===== src/rtl/ntt_coef_buffer.sv =====
// Coefficient buffer for one NTT/INTT core: loads a polynomial from a stream, serves the
// core's two-lane read/write port, then streams the transformed result out in natural order.
module ntt_coef_buffer #(
   parameter int LOGQ       = 64,
   parameter int LOGN       = 4,
   parameter int DELAY_BRAM = 1,
   parameter int AW         = ((LOGN < 9) ? 9 : LOGN) + 1
) (
   input  logic            clk,
   input  logic            rst,
   input  logic            s_valid,
   output logic            s_ready,
   input  logic [LOGQ-1:0] s_data,
   output logic            m_valid,
   input  logic            m_ready,
   output logic [LOGQ-1:0] m_data,
   output logic            m_last,
   output logic            ntt_start,
   input  logic            ntt_finish,
   input  logic [AW-1:0]   ntt_read_address,
   output logic [LOGQ-1:0] ntt_data_in_0,
   output logic [LOGQ-1:0] ntt_data_in_1,
   input  logic [AW-1:0]   ntt_write_address,
   input  logic            ntt_wea,
   input  logic [LOGQ-1:0] ntt_data_out_0,
   input  logic [LOGQ-1:0] ntt_data_out_1,
   output logic            err
);

   localparam int HALF = (1 << LOGN) / 2;
   localparam int HW   = LOGN - 1;
   localparam logic [LOGN-1:0] K_LAST = '1;

   typedef enum logic [1:0] {
      ST_LOAD,
      ST_RUN,
      ST_UNLOAD
   } state_t;

   state_t          state_q, state_d;
   logic [LOGN-1:0] k_q, k_d;
   logic [LOGN:0]   idx_q, idx_d;
   logic            m_valid_q, m_valid_d;
   logic [LOGQ-1:0] m_data_q, m_data_d;
   logic            m_last_q, m_last_d;
   logic            err_q, err_d;
   logic [LOGQ-1:0] rd0_q, rd0_d;
   logic [LOGQ-1:0] rd1_q, rd1_d;

   logic [LOGQ-1:0] lo_mem [HALF];
   logic [LOGQ-1:0] hi_mem [HALF];

   logic            lo_we, hi_we;
   logic [HW-1:0]   lo_wa, hi_wa;
   logic [LOGQ-1:0] lo_wd, hi_wd;

   logic [HW-1:0] rd_idx, wr_idx;
   logic          rd_oob, wr_oob;

   // Only the low address bits select a word; anything above flags a protocol error.
   assign rd_idx = ntt_read_address[HW-1:0];
   assign wr_idx = ntt_write_address[HW-1:0];
   assign rd_oob = |ntt_read_address[AW-1:HW];
   assign wr_oob = |ntt_write_address[AW-1:HW];

   always_comb begin
      // NOTE: every signal gets a default first so no path leaves one unassigned (no latches).
      state_d   = state_q;
      k_d       = k_q;
      idx_d     = idx_q;
      m_valid_d = m_valid_q;
      m_data_d  = m_data_q;
      m_last_d  = m_last_q;
      err_d     = err_q;
      lo_we     = 1'b0;
      hi_we     = 1'b0;
      lo_wa     = '0;
      hi_wa     = '0;
      lo_wd     = '0;
      hi_wd     = '0;
      rd0_d     = lo_mem[rd_idx];
      rd1_d     = hi_mem[rd_idx];

      unique case (state_q)
         ST_LOAD: begin
            if (s_valid) begin
               lo_wa = k_q[HW-1:0];
               hi_wa = k_q[HW-1:0];
               lo_wd = s_data;
               hi_wd = s_data;
               lo_we = ~k_q[HW];
               hi_we = k_q[HW];
               k_d   = k_q + 1'b1;
               if (k_q == K_LAST) state_d = ST_RUN;
            end
         end
         ST_RUN: begin
            lo_we = ntt_wea;
            hi_we = ntt_wea;
            lo_wa = wr_idx;
            hi_wa = wr_idx;
            lo_wd = ntt_data_out_0;
            hi_wd = ntt_data_out_1;
            if (rd_oob || wr_oob) err_d = 1'b1;
            if (ntt_finish) begin
               state_d = ST_UNLOAD;
               idx_d   = '0;
            end
         end
         ST_UNLOAD: begin
            // idx_q counts fetches into the output register, which runs one ahead of handshakes.
            if (m_valid_q && m_ready && m_last_q) begin
               state_d   = ST_LOAD;
               k_d       = '0;
               m_valid_d = 1'b0;
               m_last_d  = 1'b0;
            end else if (!m_valid_q || m_ready) begin
               if (!idx_q[LOGN]) begin
                  m_valid_d = 1'b1;
                  m_data_d  = idx_q[HW] ? hi_mem[idx_q[HW-1:0]] : lo_mem[idx_q[HW-1:0]];
                  m_last_d  = (idx_q[LOGN-1:0] == K_LAST);
                  idx_d     = idx_q + 1'b1;
               end else begin
                  m_valid_d = 1'b0;
               end
            end
         end
         default: state_d = ST_LOAD;
      endcase

      if (state_q != ST_RUN && (ntt_wea || ntt_finish)) err_d = 1'b1;
   end

   // NOTE: non-blocking assignments for all state so every flop samples pre-edge values.
   always_ff @(posedge clk) begin
      if (rst) begin
         state_q   <= ST_LOAD;
         k_q       <= '0;
         idx_q     <= '0;
         m_valid_q <= 1'b0;
         m_data_q  <= '0;
         m_last_q  <= 1'b0;
         err_q     <= 1'b0;
         rd0_q     <= '0;
         rd1_q     <= '0;
      end else begin
         state_q   <= state_d;
         k_q       <= k_d;
         idx_q     <= idx_d;
         m_valid_q <= m_valid_d;
         m_data_q  <= m_data_d;
         m_last_q  <= m_last_d;
         err_q     <= err_d;
         rd0_q     <= rd0_d;
         rd1_q     <= rd1_d;
      end
   end

   // NOTE: the banks are deliberately not reset so they map onto block RAM; the read
   // registers above sample the old word on a same-address write (read-first).
   always_ff @(posedge clk) begin
      if (lo_we) lo_mem[lo_wa] <= lo_wd;
      if (hi_we) hi_mem[hi_wa] <= hi_wd;
   end

   generate
      if (DELAY_BRAM == 2) begin : g_delay2
         logic [LOGQ-1:0] dly0_q, dly1_q;
         always_ff @(posedge clk) begin
            if (rst) begin
               dly0_q <= '0;
               dly1_q <= '0;
            end else begin
               dly0_q <= rd0_q;
               dly1_q <= rd1_q;
            end
         end
         assign ntt_data_in_0 = dly0_q;
         assign ntt_data_in_1 = dly1_q;
      end else begin : g_delay1
         assign ntt_data_in_0 = rd0_q;
         assign ntt_data_in_1 = rd1_q;
      end
   endgenerate

   assign s_ready   = (state_q == ST_LOAD);
   assign ntt_start = (state_q == ST_RUN);
   assign m_valid   = m_valid_q;
   assign m_data    = m_data_q;
   assign m_last    = m_last_q;
   assign err       = err_q;

endmodule

===== config.mk =====
export PLATFORM = sky130hd
export DESIGN_NAME = ntt_coef_buffer
export DESIGN_NICKNAME = d
export VERILOG_FILES = /design/src/rtl/ntt_coef_buffer.sv
export SDC_FILE = /design/constraint.sdc
export NUM_CORES = 1
export LEC_CHECK = 0
export ABC_CLOCK_PERIOD_IN_PS = 5200
export BUFFER_PORTS_ARGS = -buffer_cell sky130_fd_sc_hd__buf_2
export CAP_MARGIN = 30
export CELL_PAD_IN_SITES_DETAIL_PLACEMENT = 1
export CELL_PAD_IN_SITES_GLOBAL_PLACEMENT = 2
export CORE_ASPECT_RATIO = 1.25
export CORE_MARGIN = 8
export CORE_UTILIZATION = 27
export CTS_CLUSTER_SIZE = 24
export DETAILED_ROUTE_END_ITERATION = 7
export HOLD_SLACK_MARGIN = 0.06
export PLACE_DENSITY_LB_ADDON = 0.1
export SYNTH_ARGS = -nofsm -noshare
export SYNTH_HDL_FRONTEND = slang
export SYNTH_SLANG_ARGS = --single-unit
export TNS_END_PERCENT = 10

===== constraint.sdc =====
create_clock -name clk -period 5.2 [get_ports clk]
set_input_delay 0.26 -clock clk [delete_from_list [all_inputs] [get_ports clk]]
set_output_delay 0.26 -clock clk [all_outputs]
set_load 0.01 [all_outputs]

==> flow_metrics.tcl, run 1 <==
set metrics [dict create \
    hold_viol 0 \
    clock_skew_ns 0.0220 \
    multi_input_area_mm2 0.0176 \
    seq_area_frac_synth_pct 65.6 \
    synth_seq_cells 1233 \
    postSynthAreaPerCell_um2 19.2 \
    die_w_um 413 \
    holdCritPathClass "input port to flip-flop" \
    fmax_mhz 306 \
    yosys_warnings 0 \
    setup_viol 0 \
    max_stage_delay_ns 0.73 \
    slew_viol_final 0 \
    worstSetupPathType "flip-flop to flip-flop" \
    grt_usage_pct 17.7 \
    synth_flop_cell "edfxtp_1" \
    place_hpwl_um 122000 \
    cp_cell_sequence "nor2b_4, buf_12, a22o_1, dlygate4sd3_1" \
    grt.overflow.total 0 \
    synth_edf_count 1024 \
    powerDensity_mw_per_mm2 341 \
    fillers 19700 \
    period_minus_slack_ns 3.27 \
    worstHoldStart "s_data[16]" \
    core_area_mm2 0.197 \
    top_usage_layer "met2" \
    finalWirelength_um 190000 \
    r2r-start "state_q[0]" \
    met2_usage_pct 30.5 \
    h-tree-depth 4 \
    worstPathRequired_ns 5.78 \
    final_common_cell "edfxtp_1" \
    post_cts_buffers 0 \
    final_cell_mix "1,024 x edfxtp_1, 512 x mux4_2, 410 x buf_2" \
    worstMarginPinSlew_ns 0.980 \
    relSlewSlack_pct 34.5 \
    seqCellArea_mm2 0.0349 \
    status "completed" \
    ir_worst_vdd_mv 0.321 \
    hold_end "hi_mem[0][16]" \
    io_pins 415 \
    gp_congestion 0.720 \
    use_met1_pct 23.3 \
    rrSetupSlack_ns 1.93 \
    worst_r2r_endpoint "lo_mem[5][18]" \
    num_vias 30200 \
    fin_cells 6022 \
    numClockSinks 1233 \
    cts_buffers 141 \
    period_share_pct 62.8 \
    arrival_ns 3.85 \
    cts_tree "done" \
    max_cap_viol_count 0 \
    start_util_pct 27.1 \
    min_path_cells 2 \
    syn_area_mm2 0.0533 \
    synth_nets 2995 \
    io_buffers 414 \
    finalCoreUtilization_pct 32.9 \
    antenna_left 0 \
    first_global_vias 34400 \
    holdWs_ns 0.104 \
    drt_first_pass_iters 5 \
    drt-initial-drc-count 2041 \
    layout.nets 3547 \
    path_clk_slew_ns 0.06 \
    post_cts_resized 0 \
    hold_buffers 122 \
    startpoint_type "flip-flop" \
    final.setup.tns_ns 0 \
    layout-drive-gt1-share_pct 36.1 \
    routedWlPerCell_um 31.6 \
    synth_cell_types 40 \
    crit_slowest_cell "dlygate4sd3_1" \
    power_leakage_nw 22.1 \
    rsz0062_at_grt "false" \
    grt_max_degree 116 \
    reg2reg_depth 4 \
    synth_cells 2775 \
    cp_max_fo 115 \
    rows 182 \
    vias_per_cell 5.02 \
    synth-async-reset-ratio_pct 0 \
    worstSkewPairLatency_ns 0.77 \
    clock-root-buffer "clkbuf_16" \
    antenna_found_initial 22 \
    fp.dieArea_mm2 0.212 \
    cp-end-kind "flip-flop" \
    drc 0 \
    die_h_um 513 \
    area_delta_synth_final_pct 21.4 \
    use_met3_pct 2.79 \
    grt_pass1_wl_um 268000 \
    clockBufferDepth 3 \
    dp_cells 5637 \
]
## registers in the layout, indices dropped and copies added, names as in the netlist, named ones only
signal,flops
lo_mem,512
m_last,1
hi_mem,512
err,1
m_valid,1
state_q,2
idx_q,5
m_data,64
k_q,4
ntt_data_in_0,64
ntt_data_in_1,64
## how the worst max path moves through the flow
stage                          start             to  slack, ns
after floorplan           state_q[0]   lo_mem[3][0]       0.92
after global placement    state_q[0]  lo_mem[6][40]       1.84
after detailed placement  state_q[0]  hi_mem[0][17]       2.13
after CTS                 state_q[0]  lo_mem[1][18]       1.93
after global routing      state_q[0]  lo_mem[1][18]       1.75
final                     state_q[0]  lo_mem[5][18]       1.93
## cells in the mapped netlist, types with 14 or more instances
| cell type | count | share of area, % |
|---|---|---|
| mux4_2 | 512 | 22 |
| buf_1 | 40 | 0.28 |
| nor2_1 | 284 | 2.0 |
| dfxtp_1 | 209 | 7.9 |
| buf_6 | 14 | 0.30 |
| a22o_1 | 128 | 2.1 |
| mux2i_1 | 257 | 4.8 |
| buf_2 | 44 | 0.41 |
| edfxtp_1 | 1024 | 58 |
| a211o_1 | 64 | 1.1 |
| clkbuf_1 | 108 | 0.76 |
| nand2_1 | 17 | 0.12 |
## cells by family (layout without fill, tap and decap cells)
family / count (synthesis) / after routing / synth area share [%]
flip-flops: 1233 / 1233 / 65.6
multiplexers: 771 / 771 / 26.5
AND/OR/NAND/NOR: 336 / 336 / 2.55
AO/OA/AOI/OAI: 217 / 217 / 3.47
buffers and inverters: 213 / 880 / 1.82
XOR/XNOR: 3 / 3 / 0.0493
adder cells (fa/ha/maj): 2 / 2 / 0.0470
other: 0 / 4 / 0
## layer usage
metal / vias to the layer above / wire length (µm) / share of wire, %
li1: 12700 / - / -
met1: 16500 / 82300 / 43
met2: 824 / 95200 / 50
met3: 213 / 8640 / 4.5
met4: 2 / 4010 / 2.1
met5: - / 11 / 0.0058
## power by group
group,internal (mW),switching (mW)
clock network,5.77,4.14
registers,10.8,0.0625
logic,0.534,0.753
total,17.1,4.95
## per-stage QoR
step / worst slack, ns / total power [mW] / area (µm²)
6_report: 1.93 / 22.1 / 64700
5_1_grt: 1.75 / 22.9 / 64700
2_1_floorplan: 0.921 / 11.7 / 53300
4_1_cts: 1.93 / 22.5 / 64700
3_3_place_gp: 1.84 / 12.3 / 58800
3_5_place_dp: 2.13 / 12.4 / 58900
## worst max-delay path: cells and delay by family (launching register included)
family | cells | cell delay (ns)
and+or+nand+nor | 1 | 0.62
AOI/OAI and AO/OA | 1 | 0.39
DFF | 1 | 0.67
buffers and inverters | 2 | 1.26
## cell type report
class	instances	share of cell area, %
multi-input combinational	1329	27.1
sequential	1233	54.0
clock inverter	64	0.891
timing repair buffer	618	6.84
clock buffer	194	6.11
tap	2576	4.98
antenna	4	0.0155
inverter	4	0.0232
Power figures use the tool's default switching activity.
==> inputs of run 2 (changes only) <==
--- a/config.mk
+++ b/config.mk
@@ -5,7 +5,7 @@
 export SDC_FILE = /design/constraint.sdc
 export NUM_CORES = 1
 export LEC_CHECK = 0
-export ABC_CLOCK_PERIOD_IN_PS = 5200
+export ABC_CLOCK_PERIOD_IN_PS = 3400
 export BUFFER_PORTS_ARGS = -buffer_cell sky130_fd_sc_hd__buf_2
 export CAP_MARGIN = 30
 export CELL_PAD_IN_SITES_DETAIL_PLACEMENT = 1
==> constraint.sdc (replaced) <==
create_clock -name clk -period 3.4 [get_ports clk]
set_input_delay 0.17 -clock clk [delete_from_list [all_inputs] [get_ports clk]]
set_output_delay 0.17 -clock clk [all_outputs]
set_load 0.01 [all_outputs]
==> run 2 against run 1 <==
Count of clock-buffer cells in the layout decreased by 7; sequential share of layout area is 1.8 points lower; die area did not move; final cell count is 2.8% higher; core utilization is 1.1 points higher; highest routed layer unchanged.
==> flow_metrics.tcl, run 2 (same netlist as run 1, synthesis figures left out) <==
set metrics [dict create \
    rsz0062_at_grt "false" \
    layout-drive-gt1-share_pct 35.6 \
    setup_viol 0 \
    area_delta_synth_final_pct 25.5 \
    worstHoldStart "ntt_data_out_1[7]" \
    holdCritPathClass "input port to flip-flop" \
    final.setup.tns_ns 0 \
    hold_end "hi_mem[6][7]" \
    drc 0 \
    path_clk_slew_ns 0.06 \
    gp_congestion 0.733 \
    h-tree-depth 4 \
    core_area_mm2 0.197 \
    final_common_cell "edfxtp_1" \
    cts_tree "done" \
    clockBufferDepth 3 \
    worstMarginPinSlew_ns 0.817 \
    grt_pass1_wl_um 268000 \
    slew_viol_final 0 \
    grt.overflow.total 0 \
    first_global_vias 34800 \
    startpoint_type "flip-flop" \
    cp_max_fo 46 \
    r2r-start "state_q[1]" \
    clock-root-buffer "clkbuf_16" \
    layout.nets 3710 \
    place_hpwl_um 123000 \
    reg2reg_depth 4 \
    die_h_um 513 \
    worstPathRequired_ns 3.94 \
    ir_worst_vdd_mv 0.501 \
    fp.dieArea_mm2 0.212 \
    grt_max_degree 79 \
    arrival_ns 3.55 \
    fmax_mhz 333 \
    die_w_um 413 \
    clock_skew_ns 0.0350 \
    finalWirelength_um 191000 \
    power_leakage_nw 23.1 \
    num_vias 30700 \
    io_pins 415 \
    worstSetupPathType "flip-flop to flip-flop" \
    antenna_left 0 \
    status "completed" \
    largestRegisters "hi_mem x512, lo_mem x512" \
    drt-initial-drc-count 2027 \
    cts_buffers 143 \
    final_cell_mix "1,024 x edfxtp_1, 512 x mux4_2, 410 x buf_2" \
    antenna_found_initial 19 \
    hold_buffers 251 \
    numClockSinks 1233 \
    cp-startpoint "state_q[1]" \
    min_path_cells 2 \
    rows 182 \
    routedWlPerCell_um 30.8 \
    worstSkewPairLatency_ns 0.78 \
    period_share_pct 88.4 \
    period_minus_slack_ns 3.00 \
    io_buffers 414 \
    powerDensity_mw_per_mm2 519 \
    cp-end-kind "flip-flop" \
    post_cts_buffers 0 \
    grt_usage_pct 17.7 \
    relSlewSlack_pct 45.5 \
    vias_per_cell 4.97 \
    post_cts_resized 0 \
    hold_viol 0 \
    holdWs_ns 0.100 \
    max_cap_viol_count 0 \
    drt_first_pass_iters 5 \
    worst_r2r_endpoint "hi_mem[5][0]" \
    rrSetupSlack_ns 0.40 \
    start_util_pct 27.1 \
]
[run 2: power breakdown]
| part | total (mW) | leakage (nW) | internal, mW | switching (mW) |
|---|---|---|---|---|
| sequential | 16.6 | 11.1 | 16.6 | 0.0895 |
| combinational | 2.13 | 9.61 | 0.936 | 1.20 |
| clock | 15.9 | 2.38 | 9.58 | 6.36 |
| total | 34.7 | 23.1 | 27.1 | 7.65 |
[run 2: layout make-up]
cell class	count	area, µm²
fill	19600	130000
clock buffer	187	4000
multi-input combinational	1329	17600
inverter	4	15.0
antenna	6	15.0
sequential	1233	34900
timing repair buffer	779	6300
tap	2576	3220
clock inverter	75	838
[run 2: per-layer routing]
metal / vias up / wire [µm] / global-route usage (%)
li1: 13000 / - / -
met1: 16600 / 84100 / 23.7
met2: 880 / 92100 / 29.5
met3: 224 / 9350 / 3.41
met4: 4 / 5180 / 4.95
met5: - / 22 / 0
[run 2: per-stage QoR]
stage               std cells  instance area (µm²)  worst slack [ns]  util, %  power (mW)
detailed placement       5670                59500             0.614     30.3        18.9
finish                   6189                66900             0.396     34.0        34.7
global placement         5670                59500             0.546     30.3        18.9
floorplan                2775                53300            -0.878        -        17.9
CTS                      6183                66900             0.400     34.0        35.3
global route             6184                66900             0.249     34.0        35.9
[run 2: how the worst max path moves through the flow]
stage                                to  slack, ns  depth (start not counted)
after CTS                  hi_mem[1][0]       0.40                          4
after floorplan            lo_mem[2][0]      -0.88                          4
final                      hi_mem[5][0]       0.40                          4
after detailed placement  lo_mem[6][36]       0.61                          5
after global placement    lo_mem[6][36]       0.55                          5
after global routing       hi_mem[4][0]       0.25                          4
[run 2: critical path, stage by stage (launching register included)]
cell	delay, ns
dfxtp_1	0.49
nor3b_4	0.52
buf_4	0.58
a22o_1	0.32
dlygate4sd3_1	0.82
==> inputs of run 3 (changes only) <==
--- a/config.mk
+++ b/config.mk
@@ -8,13 +8,12 @@
 export ABC_CLOCK_PERIOD_IN_PS = 3400
 export BUFFER_PORTS_ARGS = -buffer_cell sky130_fd_sc_hd__buf_2
 export CAP_MARGIN = 30
-export CELL_PAD_IN_SITES_DETAIL_PLACEMENT = 1
-export CELL_PAD_IN_SITES_GLOBAL_PLACEMENT = 2
 export CORE_ASPECT_RATIO = 1.25
 export CORE_MARGIN = 8
 export CORE_UTILIZATION = 27
 export CTS_CLUSTER_SIZE = 24
 export DETAILED_ROUTE_END_ITERATION = 7
+export GPL_ROUTABILITY_DRIVEN = 0
 export HOLD_SLACK_MARGIN = 0.06
 export PLACE_DENSITY_LB_ADDON = 0.1
 export SYNTH_ARGS = -nofsm -noshare
==> run 3 against run 2 <==
Final cell count unchanged; critical path type unchanged; clock power fell by 3%; power is 1.5% lower; highest routed layer is now met4; worst setup slack worse by 0.11 ns; largest power group unchanged; register-to-register slack worse by 0.11 ns.
==> flow_metrics.tcl, run 3 (same netlist as run 1, synthesis figures left out) <==
set metrics [dict create \
    wl_met3_um 11900 \
    startpoint_type "flip-flop" \
    ir_worst_vdd_mv 0.481 \
    final_common_cell "edfxtp_1" \
    io_pins 415 \
    final_area_mm2 0.0668 \
    cts_tree "done" \
    cp_cell_sequence "nor2b_4, buf_12, a22o_1, dlygate4sd3_1" \
    rsz0062_at_grt "false" \
    seqCellArea_mm2 0.0349 \
    worstPathRequired_ns 3.95 \
    num_vias 31000 \
    fillers 18600 \
    crit_slowest_cell "dlygate4sd3_1" \
    io_buffers 414 \
    holdCritPathClass "input port to flip-flop" \
    rows 182 \
    fp.dieArea_mm2 0.212 \
    period_minus_slack_ns 3.11 \
    grt.overflow.total 0 \
    max_cap_viol_count 0 \
    met1_length_um 84200 \
    die_w_um 413 \
    period_share_pct 91.5 \
    clockBufferDepth 3 \
    clock-root-buffer "clkbuf_16" \
    power_mw 34.2 \
    first_global_vias 34400 \
    drc 0 \
    worstSetupPathType "flip-flop to flip-flop" \
    drt_first_pass_iters 5 \
    routedWlPerCell_um 30.5 \
    largestRegisters "hi_mem x512, lo_mem x512" \
    route.met2.wl_um 88600 \
    drt-initial-drc-count 2151 \
    powerDensity_mw_per_mm2 512 \
    h-tree-depth 4 \
    worst_slack_ns 0.288 \
    antenna_left 0 \
    arrival_ns 3.66 \
    grt_usage_pct 17.5 \
    post_cts_resized 0 \
    hold_viol 0 \
    slew_viol_final 0 \
    cp-end-kind "flip-flop" \
    worstSkewPairLatency_ns 0.78 \
    place_hpwl_um 118000 \
    fmax_mhz 321 \
    finalWirelength_um 189000 \
    place_area_mm2 0.0596 \
    max_stage_delay_ns 0.80 \
    final_cell_mix "1,024 x edfxtp_1, 512 x mux4_2, 410 x buf_2" \
    antenna_found_initial 15 \
    cp_max_fo 34 \
    numClockSinks 1233 \
    clock_skew_ns 0.0320 \
    setup_viol 0 \
    grt_max_degree 66 \
    final.setup.tns_ns 0 \
    power_leakage_nw 23.0 \
    layout.nets 3710 \
    relSlewSlack_pct 46.5 \
    area_delta_synth_final_pct 25.3 \
    layout-drive-gt1-share_pct 35.7 \
    worstMarginPinSlew_ns 0.802 \
    vias_per_cell 5.01 \
    path_clk_slew_ns 0.06 \
    multi_input_area_mm2 0.0176 \
    die_h_um 513 \
    status "completed" \
    cts_buffers 140 \
    grt_pass1_wl_um 263000 \
    top_layer "met4" \
    core_area_mm2 0.197 \
    start_util_pct 27.1 \
    placement.setup.worst_slack_ns 0.576 \
]
==> run 3: final cells by class <==
cell class	instances	area share, %
multi-input combinational	1329	26.3
antenna	7	0.0262
timing repair buffer	782	9.51
tap	2576	4.83
clock buffer	202	6.09
clock inverter	56	0.907
inverter	4	0.0225
sequential	1233	52.3
==> run 3: worst paths after layout <==
| path | to | slack, ns | cells after the start | startpoint |
|---|---|---|---|---|
| min reg2reg | m_data[28] | 0.46 | 1 | m_data[28] |
| min | hi_mem[6][40] | 0.11 | 2 | s_data[40] |
| max | lo_mem[3][2] | 0.29 | 4 | state_q[0] |
| max reg2reg | lo_mem[3][2] | 0.29 | 4 | state_q[0] |
==> run 3: worst max-delay path: cells and delay by family (launching register included) <==
family / cells / cell delay [ns]
buffers and inverters: 2 / 1.12
AND/OR/NAND/NOR: 1 / 0.73
flip-flops: 1 / 0.67
AO/OA/AOI/OAI: 1 / 0.29
==> run 3: report_power, final <==
part / internal [mW] / leakage, nW / switching (mW)
Clock: 9.17 / 2.29 / 6.31
Combinational: 0.922 / 9.62 / 1.16
Sequential: 16.6 / 11.1 / 0.0930
==> run 3: metal layers <==
| layer | vias to the layer above | track usage, % |
|---|---|---|
| met2 | 1080 | 28.3 |
| met1 | 16700 | 24.0 |
| met5 | - | 0 |
| met4 | 0 | 4.19 |
| met3 | 211 | 3.75 |
| li1 | 13000 | - |
==> run 3: metrics by stage <==
stage,hold WS (ns),std cells,utilization [%]
floorplan,0.359,2775,-
global placement,0.438,5675,30.3
detailed placement,0.444,5676,30.3
CTS,0.0612,6182,34.0
global route,0.103,6183,34.0
finish,0.111,6189,34.0
==> run 3: timing repair <==
item / CTS / global route
hold endpoints to repair: 1033 / 0
buffers inserted: 0 / 0
hold buffers: 248 / 0
